## src/rtl/cla_pkg.sv

```systemverilog
// cla_pkg: shared constants and group propagate/generate type for the pipelined CLA adder
package cla_pkg;
  localparam int CLA_GROUP_W = 4;
  localparam int DEF_WIDTH   = 32;
  localparam int DEF_STAGES  = 4;
  typedef struct packed {
    logic p;
    logic g;
  } pg_t;
endpackage

```

## src/rtl/cla_group.sv

```systemverilog
// cla_group: 4-bit carry-lookahead group with group propagate/generate outputs
module cla_group
  import cla_pkg::*;
(
  input  logic [CLA_GROUP_W-1:0] a,
  input  logic [CLA_GROUP_W-1:0] b,
  input  logic                   c_in,
  output logic [CLA_GROUP_W-1:0] sum,
  output pg_t                    pg
);
  logic [3:0] p, g, c;
  always_comb begin
    p = a ^ b;
    g = a & b;
    c[0] = c_in;
    c[1] = g[0] | (p[0] & c_in);
    c[2] = g[1] | (p[1] & g[0]) | (p[1] & p[0] & c_in);
    c[3] = g[2] | (p[2] & g[1]) | (p[2] & p[1] & g[0]) | (p[2] & p[1] & p[0] & c_in);
    sum = p ^ c;
    pg.p = &p;
    pg.g = g[3] | (p[3] & g[2]) | (p[3] & p[2] & g[1]) | (p[3] & p[2] & p[1] & g[0]);
  end
endmodule

```

## src/rtl/pipe_cla_adder.sv

```systemverilog
// pipe_cla_adder: STAGES-deep pipelined carry-lookahead adder/subtractor with valid/ready flow control
module pipe_cla_adder
  import cla_pkg::*;
#(
  parameter int WIDTH  = DEF_WIDTH,
  parameter int STAGES = DEF_STAGES
) (
  input  logic             clk,
  input  logic             rst_n,
  input  logic             in_valid,
  output logic             in_ready,
  input  logic [WIDTH-1:0] a,
  input  logic [WIDTH-1:0] b,
  input  logic             c_in,
  input  logic             sub,
  output logic             out_valid,
  input  logic             out_ready,
  output logic [WIDTH-1:0] sum,
  output logic             c_out,
  output logic             ovf,
  output logic             zero
);
  localparam int SW = WIDTH / STAGES;
  localparam int NG = SW / CLA_GROUP_W;
  localparam int NI = (STAGES > 1) ? STAGES - 1 : 1;

  if (WIDTH % CLA_GROUP_W != 0 || WIDTH < 8 || STAGES < 1 || (WIDTH / CLA_GROUP_W) % STAGES != 0) begin : g_bad_params
    $error("pipe_cla_adder: illegal WIDTH/STAGES combination");
  end

  logic                        adv;
  logic [STAGES-1:0]           v_d, v_q;
  logic [WIDTH-1:0]            ai [STAGES];
  logic [WIDTH-1:0]            bi [STAGES];
  logic [WIDTH-1:0]            si [STAGES];
  logic [STAGES-1:0]           ci, zi;
  logic [STAGES-1:0][SW-1:0]   ss;
  pg_t  [STAGES-1:0][NG-1:0]   pg;
  logic [STAGES-1:0][NG:0]     cg;
  logic [WIDTH-1:0]            a_d [NI];
  logic [WIDTH-1:0]            a_q [NI];
  logic [WIDTH-1:0]            b_d [NI];
  logic [WIDTH-1:0]            b_q [NI];
  logic [WIDTH-1:0]            s_d [NI];
  logic [WIDTH-1:0]            s_q [NI];
  logic [NI-1:0]               c_d, c_q, z_d, z_q;
  logic [WIDTH-1:0]            sum_d, sum_q;
  logic                        c_out_d, c_out_q, ovf_d, ovf_q, zero_d, zero_q;

  assign adv       = out_ready | ~v_q[STAGES-1];
  assign in_ready  = adv;
  assign out_valid = v_q[STAGES-1];
  assign sum       = sum_q;
  assign c_out     = c_out_q;
  assign ovf       = ovf_q;
  assign zero      = zero_q;

  // Skew registers hold only the not-yet-added operand bits, shifted down so slice k sits at bit 0
  always_comb begin
    ai[0] = a;
    bi[0] = sub ? ~b : b;
    ci[0] = sub | c_in;
    zi[0] = 1'b1;
    si[0] = '0;
    for (int k = 1; k < STAGES; k++) begin
      ai[k] = a_q[k-1];
      bi[k] = b_q[k-1];
      ci[k] = c_q[k-1];
      zi[k] = z_q[k-1];
      si[k] = s_q[k-1];
    end
  end

  // Group carries as sum-of-products over group p/g, independent of other groups' carries
  always_comb begin
    logic acc, pr;
    acc = 1'b0;
    pr  = 1'b1;
    cg  = '0;
    for (int k = 0; k < STAGES; k++) begin
      for (int j = 0; j <= NG; j++) begin
        acc = 1'b0;
        pr  = 1'b1;
        for (int i = j - 1; i >= 0; i--) begin
          acc = acc | (pr & pg[k][i].g);
          pr  = pr & pg[k][i].p;
        end
        cg[k][j] = acc | (pr & ci[k]);
      end
    end
  end

  for (genvar k = 0; k < STAGES; k++) begin : g_stage
    for (genvar j = 0; j < NG; j++) begin : g_grp
      cla_group u_grp (
        .a    (ai[k][CLA_GROUP_W*j +: CLA_GROUP_W]),
        .b    (bi[k][CLA_GROUP_W*j +: CLA_GROUP_W]),
        .c_in (cg[k][j]),
        .sum  (ss[k][CLA_GROUP_W*j +: CLA_GROUP_W]),
        .pg   (pg[k][j])
      );
    end
  end

  // Finished slices enter the sum at the top and shift down, landing in place after the last stage
  always_comb begin
    v_d = (v_q << 1) | STAGES'(in_valid);
    for (int k = 0; k < NI; k++) begin
      a_d[k] = ai[k] >> SW;
      b_d[k] = bi[k] >> SW;
      s_d[k] = (si[k] >> SW) | (WIDTH'(ss[k]) << (WIDTH - SW));
      c_d[k] = cg[k][NG];
      z_d[k] = zi[k] & ~|ss[k];
    end
    sum_d   = (si[STAGES-1] >> SW) | (WIDTH'(ss[STAGES-1]) << (WIDTH - SW));
    c_out_d = cg[STAGES-1][NG];
    ovf_d   = ai[STAGES-1][SW-1] ^ bi[STAGES-1][SW-1] ^ ss[STAGES-1][SW-1] ^ cg[STAGES-1][NG];
    zero_d  = zi[STAGES-1] & ~|ss[STAGES-1];
  end

  always_ff @(posedge clk or negedge rst_n) begin
    if (!rst_n) begin
      v_q     <= '0;
      sum_q   <= '0;
      c_out_q <= 1'b0;
      ovf_q   <= 1'b0;
      zero_q  <= 1'b0;
    end else if (adv) begin
      v_q     <= v_d;
      sum_q   <= sum_d;
      c_out_q <= c_out_d;
      ovf_q   <= ovf_d;
      zero_q  <= zero_d;
    end
  end

  always_ff @(posedge clk) begin
    if (adv) begin
      for (int k = 0; k < NI; k++) begin
        a_q[k] <= a_d[k];
        b_q[k] <= b_d[k];
        s_q[k] <= s_d[k];
      end
      c_q <= c_d;
      z_q <= z_d;
    end
  end
endmodule

```

## config.mk

```make
export PLATFORM = sky130hd
export DESIGN_NAME = pipe_cla_adder
export DESIGN_NICKNAME = d
export VERILOG_FILES = /design/src/rtl/cla_pkg.sv /design/src/rtl/cla_group.sv /design/src/rtl/pipe_cla_adder.sv
export SDC_FILE = /design/constraint.sdc
export NUM_CORES = 1
export LEC_CHECK = 0
export CAP_MARGIN = 20
export CORE_MARGIN = 1
export CORE_UTILIZATION = 55
export DETAILED_ROUTE_END_ITERATION = 16
export PLACE_DENSITY = 0.8
export SYNTH_ARGS = -nofsm -noshare
export SYNTH_HDL_FRONTEND = slang
export SYNTH_SLANG_ARGS = --single-unit
```

## constraint.sdc

```tcl
create_clock -name clk -period 8.9 [get_ports clk]
set_clock_uncertainty 0.05 [all_clocks]
set_input_delay 1.335 -clock clk [delete_from_list [all_inputs] [get_ports clk]]
set_output_delay 1.335 -clock clk [all_outputs]
set_load 0.02 [all_outputs]
```

; ---- Word-level counts from Yosys, hierarchy flattened
; Memory sizes are Yosys's and may differ from the RTL's.
; Index checks and enable logic that the tools add are counted.
[word_totals]
reg_bits = 45
ramBits = 240
out_inout_bits = 37
mem_count = 3
[classes]
n_mux = 3
bitwise_logic = 250
n_reduce_logical = 16
[memory_table]
columns = name, words, word_bits, read_ports, rd_ports_with_merged_regs, wr, line_no
row1 = s_q, 3, 32, 3, 0, 3, pipe_cla_adder.sv:45  ; logic [WIDTH-1:0] s_q [NI];
row2 = a_q, 3, 24, 3, 0, 3, pipe_cla_adder.sv:41  ; logic [WIDTH-1:0] a_q [NI];
row3 = b_q, 3, 24, 3, 0, 3, pipe_cla_adder.sv:43  ; logic [WIDTH-1:0] b_q [NI];
[ops]
columns = op, count
row1 = AND 1 bit, 131
row2 = OR 24 x 32 -> 32 bit, 3
row3 = OR 1 bit, 86
row4 = XOR 4 bit, 16
row5 = AND 4 bit, 8
row6 = two-way mux 32 bit, 1
row7 = NOT 32 bit, 1
row8 = AND reduction 4 bit, 8
row9 = OR reduction 8 bit, 4
row10 = logical NOT 1 bit, 4
row11 = OR 4 x 1 -> 4 bit, 1
row12 = XOR 1 bit, 3
row13 = two-way mux 1 bit, 2
row14 = NOT 1 bit, 1

; ---- Depth between registers and ports, before layout
[depth]
ltp_word = 13
depth_mapped = 12

; ---- By module
; Synthesis repeated with hierarchy kept, for this count alone.
[unflattened]
cells_unflattened = 540
area_unflattened_um2 = 7810.0
[by_module_without_submodules]
columns = mod, instances, cells_per_inst, area_per_inst_um2
row1 = pipe_cla_adder, 1, 372, 6448.7
row2 = cla_group, 8, 21, 170.2

; ---- Least setup slack after synthesis
; No wires, ideal clock.
[synth_path]
path_kind = input to output
startpoint = in out_ready
endpoint = out in_ready
arrival_time_ns = 5.903
t_required_ns = 7.515
path_slack_ns = 1.612
path_stages = 3
path_cell_list = nor2b_1 > inv_1 > clkbuf_1
[synth_via]
elab_chain_cells = 1
[synth_lines]
columns = item, line_no
row1 = from (decl), pipe_cla_adder.sv:17  ; input logic out_ready,
row2 = OR 1 bit, pipe_cla_adder.sv:50  ; assign adv = out_ready | ~v_q[STAGES-1];
row3 = to (decl), pipe_cla_adder.sv:11  ; output logic in_ready,
; Every way passes these cells.

; ---- Worst setup path in the final report
; Ends and elaborated chain as after synthesis.

==> run summary <==
The run finished with clean final reports. In the synthesized netlist the dominant register cell turns out to be edfxtp_1. For the arrival time at the worst endpoint, the log shows 3.73 ns. The layout has 937 filler cells. In this run, synthesis inferred 150 flip-flops with an integrated enable. Headroom to the max-slew limit came out at 31.5%.

After clock tree synthesis, the setup repair step added 0 buffers. The synthesized netlist devotes 5.84% of its cell area to XOR and XNOR gates. edfxtp_1 takes more of the synthesized area than any other cell. The logs give 0 ns for the setup TNS and 0 for the max-slew violation total from the final report. After Yosys synthesis, and, or, nand and nor cells account for 8.67% of the synthesized area. After floorplanning, the core was divided into 43 placement rows. The logs give 0 for the total setup violations reported at the end of the flow and 0.161 mV for the worst supply voltage drop on vdd. After detailed routing, the number of remaining DRC violations is 0.

The tools report the clock latency at the later pin of the worst-skew pair as 0.42 ns. For this design, the sink count on the clock tree is 189. The library cell contributing the largest single delay on the critical path was nor2b_4. The number of cells produced by synthesis came out at 535. The fraction of synthesized cell area taken by the top area cell type works out to 57.7%. Global routing finished with a remaining overflow of 0.

After detailed routing, the average wire length per cell comes to 15.2 um. The multiplexer area fraction after synthesis is 0.449%, and the pin count of the biggest net entering global routing is 105. The TritonCTS buffer count was 17. The leakage power of the design came out at 0.00387 uW. The logs give 9030 um2 for the cell area after placement and 4 for the number of levels the H-tree was split into. The first routing iteration left 332 violations.

The synthesized netlist devotes 5.95% of its cell area to compound gates. The tightest min-delay check is of the flip-flop to flip-flop type. The logs give 0 for the count of synthesis-stage warnings from yosys and 4,458 for the via count of the first global-routing pass. The first-pass GRT wire length was 21.4 mm; the clock transition at the registers of the reported paths was 0.07 ns.

The floorplan step set the die height to 121 um. After Yosys synthesis, full adders, half adders and majority gates account for 7.18% of the synthesized area. The tools report the number of instances resized during post-cts repair as 0. Timing would allow up to 195 MHz.

The layout net count came out at 758. In this run, distinct cell masters in the synthesized netlist total 50. After synthesis, the cell types taking the most area are edfxtp_1 58%, dfrtp_1 13%, ha_1 5.1%. The run gives 645 as the net count after synthesis. The critical path goes through clkdlybuf4s50_1 -> nor2b_4 -> inv_6 -> clkdlybuf4s50_1. Largest delay contributor family on the critical path: buffers and inverters. The tools report the number of top-level pins as 107.

The die is 121 um wide. In the final layout, the multi-input gates occupy 2200 um2. By instance count, the cell type seen most on the critical path is clkdlybuf4s50_1. For this design, the CTS-stage hold fixing added 0 buffers.

The number of diodes is 0, and the sequential cell area fraction in the yosys report is 70.2%. Power spread over the standard cell area amounts to 346 nW/um2. Setup repair after global routing left no endpoint under its margin. The initial utilization of the core area, before any placement, comes to 56.2%. For the number of antenna violations at the first check in global routing, the log shows 0. The transition at the pin with the smallest max-transition slack is 1.03 ns, and the routability congestion estimate from global placement is 0.869. The path type of the worst setup path was input port to primary output. TritonCTS built the clock tree. For the finished layout, the period the worst path requires is 5.12 ns. The HPWL after detailed placement is 8.89 mm. Global routing used 19.3% of the available tracks across all layers. Of all nets on the critical path, the largest fanout is 104. Post-synthesis instance area: 7800 um2. The final hold violation count was 0.

The final route contains 4,393 vias. The average cell area after synthesis is 14.6 um2. The finished layout cell area is 9640 um2. The worst setup path is captured at a primary output. Clock root buffer: clkbuf_16.

The startpoint kind of the worst setup timing path is an input port. Together, buffers and inverters on the worst path number 3. In this design, the stage delay of the slowest critical-path cell is 0.71 ns. Before antenna repair, the detailed router went through 5 iterations. Max-cap violations in this run came to 0.

After synthesis the netlist holds a flip-flop and latch count of 189. The clock tree buffer depth is 2, and the area overhead of the layout relative to synthesis is 23.5%. In the finished design, the share of the clock period the worst path needs comes to 57.5%. At the worst endpoint, the required time is 7.52 ns.

The tools report the die outline area as 14,700 um2. After detailed routing, the total wire length is 12.7 mm. The count of port buffers added during placement works out to 106.

In the routed layout, each cell is associated on average with a via count of 5.22. By area, the combinational part of the netlist is dominated by simple AND/OR/NAND/NOR gates. The tools report the core area as 13,900 um2. Of the cells placed in the final design, the portion with a size suffix greater than 1 is 6.96%. The proportion of synthesized flip-flops having asynchronous set or reset is 20.6%. Across the whole layout, storage elements account for 5480 um2. Once detail routing completed, the nets flagged for antenna violations numbered 0.
## Yosys cell counts, drive strengths merged, types with 4 or more instances
library cell / number
inv: 17
nor2: 27
edfxtp: 150
xnor2: 10
o21ai: 20
buf: 6
a211oi: 6
clkbuf: 7
a21o: 5
o31ai: 4
ha: 32
fa: 8
dfrtp: 39
a21oi: 12
xor2: 42
a31oi: 5
nor3: 4
nand2: 97
nand2b: 8
## through the flow
stage / util, % / hold WS, ns / power, uW / cells / setup slack, ns
after floorplan: - / 0.350 / 2210 / 535 / 1.61
after global placement: 65.1 / 0.351 / 2500 / 809 / 3.83
after detailed placement: 65.1 / 0.355 / 2580 / 809 / 3.80
after CTS: 69.5 / 0.369 / 3360 / 841 / 3.77
after global routing: 69.5 / 0.369 / 3530 / 841 / 3.59
final: 69.5 / 0.370 / 3330 / 841 / 3.78
## worst reg2reg max path, cell delays in order, from the launching register on
cell and delay [ns]:
edfxtp_1 0.41, ha_1 0.34, a211oi_1 0.46, nor2_1 0.16, o21ai_0 0.18, nand2b_1 0.09
fa_1 0.38, xor2_1 0.18, or4_1 0.52, a221oi_2 0.18
## power breakdown
part	total, uW	internal [uW]	switching, uW
Clock	769	448	322
Sequential	1510	1380	134
Combinational	1050	448	602
Total	3330	2270	1060
## metal layers
layer  global-route usage, %  vias to the layer above  wire length (um)
li1                        -                     2132                 -
met5                       0                        -                 0
met1                    24.1                     2138              5420
met4                    8.49                        0               240
met3                    3.99                       18               483
met2                    32.5                      105              6610
## layout make-up
type | count | area share (%)
Sequential cell | 189 | 56.8
Inverter | 17 | 0.714
Tap cell | 180 | 2.34
Clock buffer | 17 | 4.41
Multi-Input combinational cell | 316 | 22.8
Clock inverter | 15 | 1.92
Timing Repair Buffer | 107 | 11.0
## worst paths after layout
| kind | start | to | slack [ns] | depth (start not counted) |
|---|---|---|---|---|
| worst max-delay path | out_ready | in_ready | 3.78 | 4 |
| worst min-delay path | b_q[0][19] | b_q[0][35] | 0.37 | 0 |
| worst max register to register | a_q[0][24] | z_q[2] | 5.79 | 9 |
| worst min register to register | b_q[0][19] | b_q[0][35] | 0.37 | 0 |
| max in group asynchronous | rst_n | v_q[3] | 7.28 | 1 |
| min in group asynchronous | rst_n | sum[13] | 0.98 | 1 |
## flip-flops by register name, summed over array words and instances, names as in the netlist
register,count
z_q,3
sum,32
zero,1
ovf,1
b_q,48
c_q,3
v_q,4
a_q,48
c_out,1
s_q,48
## cells in the final DEF, fill, tap and decap left out, drive strengths merged, types with 8 or more instances in the layout
cell type,instances
fa,8
clkdlybuf4s50,104
edfxtp,150
xnor2,10
clkbuf,17
inv,22
nand2b,8
ha,32
dfrtp,39
nor2,27
xor2,42
nand2,97
a21oi,12
o21ai,20
## logic make-up after synthesis
| logic type | count (synthesis) |
|---|---|
| buffers and inverters | 30 |
| AO/OA/AOI/OAI | 64 |
| AND/OR/NAND/NOR | 157 |
| flip-flops | 189 |
| adder cells (fa/ha/maj) | 40 |
| multiplexers | 3 |
| XOR/XNOR | 52 |
No activity file was read; power rests on OpenSTA's default activity.
